## src/rtl/uart_tx_sequencer.sv

```systemverilog
// Button-driven byte sequencer: a debounced press queues the switch value, and
// queued bytes are handed one at a time to a UART transmitter with an ack timeout.
module uart_tx_sequencer #(
    parameter int DEBOUNCE_CYCLES = 16,
    parameter int FIFO_DEPTH      = 4,
    parameter int ACK_TIMEOUT     = 8
) (
    input  logic       Clk,
    input  logic       Rst_n,
    input  logic [2:0] switches,
    input  logic       send_btn,
    input  logic       tx_busy,
    input  logic       clear_err,
    output logic       tx_start,
    output logic [7:0] tx_data,
    output logic       fifo_empty,
    output logic       fifo_full,
    output logic       overflow_err,
    output logic       ack_err
);
    localparam int AW = (FIFO_DEPTH > 1) ? $clog2(FIFO_DEPTH) : 1;
    localparam int CW = $clog2(FIFO_DEPTH) + 1;
    localparam int DW = $clog2(DEBOUNCE_CYCLES + 1);
    localparam int TW = $clog2(ACK_TIMEOUT + 1);

    localparam logic [DW-1:0] DB_LAST    = DW'(DEBOUNCE_CYCLES - 1);
    localparam logic [DW-1:0] DB_ONE     = DW'(1);
    localparam logic [TW-1:0] TO_LAST    = TW'(ACK_TIMEOUT - 1);
    localparam logic [TW-1:0] TO_ONE     = TW'(1);
    localparam logic [CW-1:0] FULL_COUNT = CW'(FIFO_DEPTH);
    localparam logic [CW-1:0] CNT_ONE    = CW'(1);
    localparam logic [AW-1:0] PTR_ONE    = AW'(1);

    typedef enum logic [1:0] {IDLE, START, WAIT_ACK, WAIT_DONE} state_t;

    state_t          state_reg;
    logic [2:0]      sw_meta_reg, sw_sync_reg;
    logic            btn_meta_reg, btn_sync_reg;
    logic            btn_db_reg, btn_db_prev_reg;
    logic [DW-1:0]   db_cnt_reg;
    logic [7:0]      mem [FIFO_DEPTH];
    logic [AW-1:0]   wr_ptr_reg, rd_ptr_reg;
    logic [CW-1:0]   count_reg;
    logic [TW-1:0]   to_cnt_reg;
    logic            tx_start_reg;
    logic [7:0]      tx_data_reg;
    logic            overflow_err_reg, ack_err_reg;

    logic push, pop, push_ok, overflow_set, ack_timeout;

    assign fifo_empty   = (count_reg == '0);
    assign fifo_full    = (count_reg == FULL_COUNT);
    assign push         = btn_db_reg & ~btn_db_prev_reg;
    assign pop          = (state_reg == IDLE) && !fifo_empty && !tx_busy;
    // A simultaneous pop frees a slot, so a push into a full queue still lands.
    assign push_ok      = push && (!fifo_full || pop);
    assign overflow_set = push && fifo_full && !pop;
    assign ack_timeout  = (state_reg == WAIT_ACK) && !tx_busy && (to_cnt_reg == TO_LAST);

    assign tx_start     = tx_start_reg;
    assign tx_data      = tx_data_reg;
    assign overflow_err = overflow_err_reg;
    assign ack_err      = ack_err_reg;

    always_ff @(posedge Clk or negedge Rst_n) begin
        if (!Rst_n) begin
            sw_meta_reg     <= '0;
            sw_sync_reg     <= '0;
            btn_meta_reg    <= 1'b0;
            btn_sync_reg    <= 1'b0;
            btn_db_reg      <= 1'b0;
            btn_db_prev_reg <= 1'b0;
            db_cnt_reg      <= '0;
        end else begin
            sw_meta_reg     <= switches;
            sw_sync_reg     <= sw_meta_reg;
            btn_meta_reg    <= send_btn;
            btn_sync_reg    <= btn_meta_reg;
            btn_db_prev_reg <= btn_db_reg;
            // Any return to the accepted level restarts the stability count.
            if (btn_sync_reg != btn_db_reg) begin
                if (db_cnt_reg == DB_LAST) begin
                    btn_db_reg <= btn_sync_reg;
                    db_cnt_reg <= '0;
                end else begin
                    db_cnt_reg <= db_cnt_reg + DB_ONE;
                end
            end else begin
                db_cnt_reg <= '0;
            end
        end
    end

    always_ff @(posedge Clk) begin
        if (push_ok) begin
            mem[wr_ptr_reg] <= {5'b00000, sw_sync_reg};
        end
    end

    always_ff @(posedge Clk or negedge Rst_n) begin
        if (!Rst_n) begin
            wr_ptr_reg <= '0;
            rd_ptr_reg <= '0;
            count_reg  <= '0;
        end else begin
            if (push_ok) begin
                wr_ptr_reg <= wr_ptr_reg + PTR_ONE;
            end
            if (pop) begin
                rd_ptr_reg <= rd_ptr_reg + PTR_ONE;
            end
            case ({push_ok, pop})
                2'b10:   count_reg <= count_reg + CNT_ONE;
                2'b01:   count_reg <= count_reg - CNT_ONE;
                default: count_reg <= count_reg;
            endcase
        end
    end

    always_ff @(posedge Clk or negedge Rst_n) begin
        if (!Rst_n) begin
            state_reg    <= IDLE;
            tx_start_reg <= 1'b0;
            tx_data_reg  <= 8'h00;
            to_cnt_reg   <= '0;
        end else begin
            tx_start_reg <= 1'b0;
            case (state_reg)
                IDLE: begin
                    if (pop) begin
                        tx_data_reg  <= mem[rd_ptr_reg];
                        tx_start_reg <= 1'b1;
                        state_reg    <= START;
                    end
                end
                START: begin
                    to_cnt_reg <= '0;
                    state_reg  <= WAIT_ACK;
                end
                WAIT_ACK: begin
                    if (tx_busy) begin
                        state_reg <= WAIT_DONE;
                    end else if (to_cnt_reg == TO_LAST) begin
                        state_reg <= IDLE;
                    end else begin
                        to_cnt_reg <= to_cnt_reg + TO_ONE;
                    end
                end
                WAIT_DONE: begin
                    if (!tx_busy) begin
                        state_reg <= IDLE;
                    end
                end
                default: state_reg <= IDLE;
            endcase
        end
    end

    // Sticky flags: a new error in the same cycle as a clear takes priority.
    always_ff @(posedge Clk or negedge Rst_n) begin
        if (!Rst_n) begin
            overflow_err_reg <= 1'b0;
            ack_err_reg      <= 1'b0;
        end else begin
            if (overflow_set) begin
                overflow_err_reg <= 1'b1;
            end else if (clear_err) begin
                overflow_err_reg <= 1'b0;
            end
            if (ack_timeout) begin
                ack_err_reg <= 1'b1;
            end else if (clear_err) begin
                ack_err_reg <= 1'b0;
            end
        end
    end
endmodule

```

## config.mk

```make
export PLATFORM = sky130hd
export DESIGN_NAME = uart_tx_sequencer
export DESIGN_NICKNAME = d
export VERILOG_FILES = /design/src/rtl/uart_tx_sequencer.sv
export SDC_FILE = /design/constraint.sdc
export NUM_CORES = 1
export LEC_CHECK = 0
export ABC_AREA = 0
export BUFFER_PORTS_ARGS = -buffer_cell sky130_fd_sc_hd__buf_2
export CORE_ASPECT_RATIO = 0.5
export CORE_MARGIN = 1.5
export CORE_UTILIZATION = 60
export CTS_CLUSTER_SIZE = 12
export DETAILED_ROUTE_END_ITERATION = 10
export HOLD_SLACK_MARGIN = 0.02
export PLACE_DENSITY = 0.82
export RECOVER_POWER = 25
export SLEW_MARGIN = 10
export SYNTH_ARGS = -nofsm -noshare
export SYNTH_HDL_FRONTEND = slang
export SYNTH_SLANG_ARGS = --single-unit
```

## constraint.sdc

```tcl
create_clock -name Clk -period 5.95 [get_ports Clk]
set_clock_uncertainty 0.15 [all_clocks]
set_input_delay 1.19 -clock Clk [delete_from_list [all_inputs] [get_ports Clk]]
set_output_delay 1.19 -clock Clk [all_outputs]
set_load 0.005 [all_outputs]
```

Word level (Yosys, flattened, before mapping) --
Memory sizes are Yosys's and may differ from the RTL's. A register that Yosys moved wholly into a read port is not among the register bits. Index checks and enable logic that the tools add are counted.
Cells by class: muxes and demuxes 18, add/sub/neg operators 6, reductions and logical operators 23, bitwise logic cells 2, eq/ne operators 14
Operator list (number):
- 2-to-1 mux 5 bit | 2
- 2-to-1 mux 2 bit | 4
- 2-to-1 mux 4 bit | 2
- != test 2 bit, second input constant | 4
- case mux 2 bit (4 select lines) | 1
- case mux 4 bit (2 select lines) | 1
- nonzero test 2 bit | 4
- logical AND 1 bit | 7
- 2-to-1 mux 1 bit | 7
- equality test 2 bit, second input constant | 3
- case mux 3 bit (2 select lines) | 1
- AND reduction 3 bit | 2
- adder 5 x 1 -> 5 bit, second input constant | 1
- equality test 5 x 4 -> 1 bit, second input constant | 1
- zero test 1 bit | 5
- adder 2 x 1 -> 2 bit, second input constant | 2
- adder 4 x 1 -> 4 bit, second input constant | 1
- equality test 2 x 1 -> 1 bit, second input constant | 2
- equality test 4 x 3 -> 1 bit, second input constant | 1
- AND reduction 2 bit | 2
- adder 3 x 1 -> 3 bit, second input constant | 1
- equality test 3 bit, second input constant | 1
- zero test 3 bit | 1
- != test 3 x 2 -> 1 bit, second input constant | 1
- other kinds (6) | 6
Storage, ports and cells: memories 1, input port bits 8, bits in writable memories 12, flip-flop bits (word level) 39, word-level logic and storage cells 80
Memories:
- mem | depth 4, bits a word 3, rd ports 1, clocked after Yosys merged registers in 1, write ports 1, line 41 | logic [7:0] mem [FIFO_DEPTH];

Depth between registers and ports, before layout --
Gate-level depths: netlist of run 1.
depth in word-level cells 8, depth in mapped cells 8, depth with buffers taken out 7

Worst setup path after synthesis of run 1 --
No wires, ideal clock.
path type input to register, start point input tx_busy, end point register count_reg[2], setup slack 3.000 ns, arrival 2.720 ns, buffers on the path 1, stages 8, cells stage by stage or3_1 buf_6 nor3_1 inv_1 fa_1 o21ba_1 a22o_1 xor2_1
Between the ends: longest elaborated chain between the ends 6, elaborated cells on any way between the ends 8
RTL lines:
- start: declaration | line 12 | input logic tx_busy,
- zero test 1 bit (*)
- logical AND 1 bit (*) | line 54 | assign pop = (state_reg == IDLE) && !fifo_empty && !tx_busy;
- logical OR 1 bit | line 56 | assign push_ok = push && (!fifo_full || pop);
- logical AND 1 bit | line 56
- equality test 2 x 1 -> 1 bit or equality test 2 bit (tied branches) | line 112 | case ({push_ok, pop})
- case mux 3 bit (2 select lines) or nonzero test 2 bit (tied branches)
- end signal: assignment | line 113 | 2'b10: count_reg <= count_reg + CNT_ONE;
- end signal: assignment | line 114 | 2'b01: count_reg <= count_reg - CNT_ONE;
- end signal: assignment | line 115 | default: count_reg <= count_reg;
- end: declaration | line 43 | logic [CW-1:0] count_reg;
Mark *: on every way between the ends. The rest lies on a longest branch, timed or not. A chain may end at the register's enable or synchronous reset.

Worst setup path in the final report of run 1 --
Ends and elaborated chain as after synthesis.

==> flow_metrics.tcl, run 1 <==
set metrics [dict create \
    drt_first_pass_iters 4 \
    use_met1_pct 24.6 \
    yosys-top-cells-area "dfrtp_1 (43%), edfxtp_1 (18%), ha_1 (3.8%)" \
    peakVddDrop_mv 0.268 \
    clock.fmax_mhz 329 \
    cts-root-buf "clkbuf_8" \
    r2r_slack_ps 3340 \
    ys_types 41 \
    drc_errors 0 \
    final_cell_mix "dfrtp_1 (34), buf_2 (15), edfxtp_1 (12)" \
    synth.yosys.seq_area_share_pct 60.7 \
    cp-start-kind "input port" \
    dieArea_um2 3700 \
    cts_buffers 5 \
    r2r_end "count_reg[2]$_DFFE_PN0P_" \
    maxCapViolations 0 \
    nets 184 \
    ys_async_sr_fraction_pct 73.9 \
    holdCritPathClass "flop to flop" \
    clk_latency_ps 290 \
    synthCells 152 \
    core-area_um2 3080 \
    end_kind "flop" \
    synth.top_cell.area_share_pct 42.6 \
    syn_area_um2 2000 \
    ys_seq_elements 46 \
    p_leak_uw 0.000967 \
    rsz0062_at_grt "false" \
    synth_area_per_cell_um2 13.1 \
    slew_viol_final 0 \
    clock_path_buffers 2 \
    worstSetupPathType "input port to flop" \
    dr_total_vias 1149 \
    grt_pass1_vias 1153 \
    synth_ff_type "dfrtp_1" \
    vias_per_cell 5.47 \
    grt_max_degree 35 \
    htree_levels 2 \
    final_common_cell "dfrtp_1" \
    drtIter0Drc 54 \
    wirelength_um 3060 \
    pre_cts_slack_ps 2630 \
    ctsHoldBuffers 0 \
    intPower_uw 557 \
    port-buffer-count 15 \
    power_frac_seq_pct 53.7 \
    min_period_ps 3040 \
    start_util_pct 64.7 \
    nFillCells 214 \
    dpl.hpwl_um 2140 \
    grt_util_met2_pct 30.2 \
    synth_edf_count 12 \
    overflow 0 \
    worst_slew_pin_slew_ps 742 \
    rows 14 \
    busiest_layer "met2" \
    largest_register_ff_count 12 \
    diodes 0 \
    stdcell_area_um2 2160 \
    dieWidth_um 84.6 \
    num_io_pins 21 \
    grt_use_total_pct 19.1 \
    setup_ws_ps 2910 \
    synth.largest_area_cell "dfrtp_1" \
    cp-startpoint "tx_busy" \
    clock-sinks 46 \
    reg2reg_from "state_reg[1]$_DFFE_PN0P_" \
    die_h_um 43.8 \
    final_hold_viol_count 0 \
    ant_nets 0 \
    setup_viol 0 \
    antenna_found_initial 0 \
    hold_slack_ps 201 \
    switching_share_pct 31.7 \
    grt_use_met3_pct 7.43 \
    outcome "finished clean" \
    worstPathArrival_ps 3100 \
    path_clk_slew_ps 80 \
    drive_gt1_share_pct 19.4 \
    area_growth_pct 8.09 \
    path_max_fanout 7 \
    post_cts_resized 0 \
    yosysWarnings 0 \
    cp.required_ps 6020 \
    power.switching_uw 259 \
    tns_ps 0 \
    power.density_nw_per_um2 378 \
    cp-endpoint "count_reg[2]$_DFFE_PN0P_" \
    post-cts-setup-buffers 0 \
    place_congestion 0.843 \
    drt-wirelength-per-cell_um 14.6 \
    p_clk_share_pct 21.9 \
    grt_pass1_wl_um 5180 \
    relSlewSlack_pct 50.5 \
    cts_tree "yes" \
    finalCritPeriodShare_pct 51.0 \
    r2r_cells 7 \
    placed_area_um2 2080 \
    power.share.combinational_pct 24.3 \
]
synthesized netlist by cell type (all sizes together), types with 2 or more instances:
master	count
clkbuf	3
dfrtp	34
inv	10
nand2	7
nand3	6
xnor2	4
mux2	4
mux4	3
nor3	4
xor2	5
edfxtp	12
o21ai	7
ha	6
buf	6
a21oi	3
and2	6
a21o	2
nor2	8
a22o	4
metrics by stage:
stage / cells / utilization, % / power [uW]
finish: 210 / 70.0 / 816
global route: 210 / 70.0 / 865
CTS: 210 / 70.0 / 821
detailed placement: 202 / 67.3 / 644
global placement: 202 / 67.3 / 629
floorplan: 156 / - / 589
area by class of cell:
class / instances / area [um2] / share of cell area [%]
timing repair buffer: 15 / 75.1 / 3.48
sequential: 46 / 1210 / 56.1
inverter: 10 / 37.5 / 1.74
tap: 40 / 50.0 / 2.32
multi-input combinational: 91 / 702 / 32.5
clock inverter: 2 / 8.76 / 0.406
clock buffer: 6 / 72.6 / 3.36
cells by family (layout without fill, tap and decap cells):
kind of cell / count (synthesis) / count (layout) / share of synthesized area, %
xor gates and xnor gates: 9 / 9 / 3.95
AOI/OAI and AO/OA: 24 / 24 / 8.97
adders and majority gates: 7 / 7 / 4.76
buffers and inverters: 19 / 33 / 4.89
muxes: 7 / 7 / 5.64
other: 1 / 5 / 0.188
DFF: 46 / 46 / 60.7
and+or+nand+nor: 39 / 39 / 10.9
per-layer routing:
layer,wire length (um),share of wire (%)
met3,118,3.9
met4,44,1.4
met2,1470,48
met5,0,0
met1,1420,47
how the worst min path moves through the flow:
| stage | endpoint | depth (start not counted) | start |
|---|---|---|---|
| 4_1_cts | sw_sync_reg[2]$_DFF_PN0_ | 0 | sw_meta_reg[2]$_DFF_PN0_ |
| 6_report | sw_sync_reg[2]$_DFF_PN0_ | 0 | sw_meta_reg[2]$_DFF_PN0_ |
| 2_1_floorplan | btn_sync_reg$_DFF_PN0_ | 0 | btn_meta_reg$_DFF_PN0_ |
| 5_1_grt | sw_sync_reg[1]$_DFF_PN0_ | 0 | sw_meta_reg[1]$_DFF_PN0_ |
| 3_5_place_dp | sw_sync_reg[2]$_DFF_PN0_ | 0 | sw_meta_reg[2]$_DFF_PN0_ |
| 3_3_place_gp | sw_sync_reg[1]$_DFF_PN0_ | 0 | sw_meta_reg[1]$_DFF_PN0_ |
power by group through the flow:
stage          registers (uW)  clock network [uW]  logic, uW
6_report                  439                 179        199
5_1_grt                   449                 195        221
4_1_cts                   438                 183        201
3_5_place_dp              443                   0        201
3_3_place_gp              441                   0        188
2_1_floorplan             413                   0        177
worst max-delay path: stages:
cell     delay, ps
buf_2          140
or3_1          480
nor3_1         280
inv_1          100
fa_1           380
o21ba_1        220
a22o_1         140
xor2_1         160
Power figures use the tool's default switching activity.
==> run 2: changes to the inputs <==
--- a/config.mk
+++ b/config.mk
@@ -9,11 +9,11 @@
 export BUFFER_PORTS_ARGS = -buffer_cell sky130_fd_sc_hd__buf_2
 export CORE_ASPECT_RATIO = 0.5
 export CORE_MARGIN = 1.5
-export CORE_UTILIZATION = 60
+export CORE_UTILIZATION = 52
 export CTS_CLUSTER_SIZE = 12
 export DETAILED_ROUTE_END_ITERATION = 10
 export HOLD_SLACK_MARGIN = 0.02
-export PLACE_DENSITY = 0.82
+export PLACE_DENSITY = 0.76
 export RECOVER_POWER = 25
 export SLEW_MARGIN = 10
 export SYNTH_ARGS = -nofsm -noshare
==> constraint.sdc (replaced) <==
create_clock -name Clk -period 2.64 [get_ports Clk]
set_clock_uncertainty 0.15 [all_clocks]
set_input_delay 0.528 -clock Clk [delete_from_list [all_inputs] [get_ports Clk]]
set_output_delay 0.528 -clock Clk [all_outputs]
set_load 0.005 [all_outputs]
==> run 2 against run 1 <==
- the flow now finishes with violations (max-capacitance violations, max-slew violations)
- final cell count up 6.2%
- die area is 15% higher
- register-to-register slack lost 3000 ps
- critical path depth shrank 1
- setup slack worse by 2600 ps
- global-route usage shrank 4.5 points
- cell area grew 1.3%
==> flow_metrics.tcl, run 2 (same netlist as run 1, synthesis figures left out) <==
set metrics [dict create \
    outcome "finished with violations" \
    failed_checks "max-capacitance violations, max-slew violations" \
    diodes 0 \
    final_common_cell "dfrtp_1" \
    grt_pass1_vias 1035 \
    post_cts_resized 0 \
    grt_max_degree 35 \
    clock-sinks 46 \
    hp-start "switches[2]" \
    hold_slack_ps 191 \
    largest_register_ff_count 12 \
    power.total_uw 1840 \
    antenna_found_initial 0 \
    post-cts-setup-buffers 0 \
    start_util_pct 56.3 \
    cp-start-kind "flop" \
    core-area_um2 3550 \
    cts-root-buf "clkbuf_8" \
    path_clk_slew_ps 80 \
    intPower_uw 1270 \
    worstPathArrival_ps 2410 \
    tns_ps 0 \
    cp.required_ps 2700 \
    final_cell_mix "dfrtp_1 (34), buf_2 (14), edfxtp_1 (12)" \
    clock_path_buffers 2 \
    holdCritPathClass "input port to flop" \
    power_frac_seq_pct 52.5 \
    grt_pass1_wl_um 4510 \
    switching_share_pct 30.8 \
    die_h_um 46.8 \
    place_congestion 0.843 \
    maxCapViolations 1 \
    ctsHoldBuffers 0 \
    area_growth_pct 9.47 \
    clock.fmax_mhz 426 \
    min_period_ps 2350 \
    clk_latency_ps 290 \
    dr_total_vias 1133 \
    drt_first_pass_iters 4 \
    dpl.hpwl_um 2010 \
    end_kind "flop" \
    finalCritPeriodShare_pct 88.9 \
    drc_errors 0 \
    port-buffer-count 15 \
    setup_viol 0 \
    reg2reg_from "state_reg[0]$_DFFE_PN0P_" \
    peakVddDrop_mv 0.296 \
    dieWidth_um 90.6 \
    p_clk_share_pct 21.4 \
    path_max_fanout 12 \
    cts_buffers 5 \
    placed_area_um2 2100 \
    drtIter0Drc 73 \
    p_leak_uw 0.000975 \
    ant_nets 0 \
    nets 186 \
    power.switching_uw 566 \
    power.density_nw_per_um2 841 \
    stdcell_area_um2 2180 \
    htree_levels 2 \
    cp-startpoint "state_reg[0]$_DFFE_PN0P_" \
    rsz0062_at_grt "false" \
    grt_use_total_pct 14.6 \
    slew_viol_final 35 \
    dieArea_um2 4240 \
    wirelength_um 2800 \
    worstSetupPathType "flop to flop" \
    relSlewSlack_pct -16.3 \
    overflow 0 \
    vias_per_cell 5.08 \
    num_io_pins 21 \
    final_hold_viol_count 0 \
    worst_slew_pin_slew_ps 1740 \
    power.share.combinational_pct 26.1 \
    drt-wirelength-per-cell_um 12.6 \
    drive_gt1_share_pct 19.8 \
    rows 15 \
    cts_tree "yes" \
]
==> run 2: power by group through the flow <==
stage	sequential, uW	combinational (uW)	clock, uW
finish	964	479	393
detailed placement	977	483	0
global placement	976	465	0
floorplan	930	398	0
global route	979	529	435
CTS	963	483	417
==> run 2: area by class of cell <==
class | instances | area (um2)
inverter | 10 | 37.5
fill | 287 | 1360
timing repair buffer | 17 | 88.8
tap | 51 | 63.8
clock inverter | 2 | 8.76
clock buffer | 6 | 72.6
sequential | 46 | 1210
multi-input combinational | 91 | 702
==> run 2: final timing paths <==
path	to	slack [ps]	cells past startpoint
max reg2reg	count_reg[1]$_DFFE_PN0P_	290	7
min in group asynchronous	count_reg[0]$_DFFE_PN0P_	540	1
max in group asynchronous	sw_sync_reg[0]$_DFF_PN0_	790	1
min reg2reg	btn_sync_reg$_DFF_PN0_	200	0
max	count_reg[1]$_DFFE_PN0P_	290	7
min	sw_meta_reg[2]$_DFF_PN0_	190	1
==> run 2: routing by layer <==
metal / global-route usage, % / part of all wire [%] / vias to the layer above
met5: 0 / 0 / -
met4: 10.2 / 2.1 / 0
met3: 4.69 / 5.0 / 5
met2: 23.6 / 44 / 28
met1: 17.7 / 49 / 541
li1: - / - / 559
==> run 2: stage by stage <==
stage,setup WS (ps),std cells,utilization [%]
2_1_floorplan,352,156,-
4_1_cts,328,223,61.6
5_1_grt,216,223,61.6
3_5_place_dp,244,215,59.3
3_3_place_gp,302,215,59.3
6_report,293,223,61.6
==> run 2: critical path: stages (launching register included) <==
cell	delay, ps
dfrtp_1	500
or3_1	440
nor3_1	210
inv_1	90
fa_1	470
a21oi_1	160
o211ai_1	110
a22oi_1	150
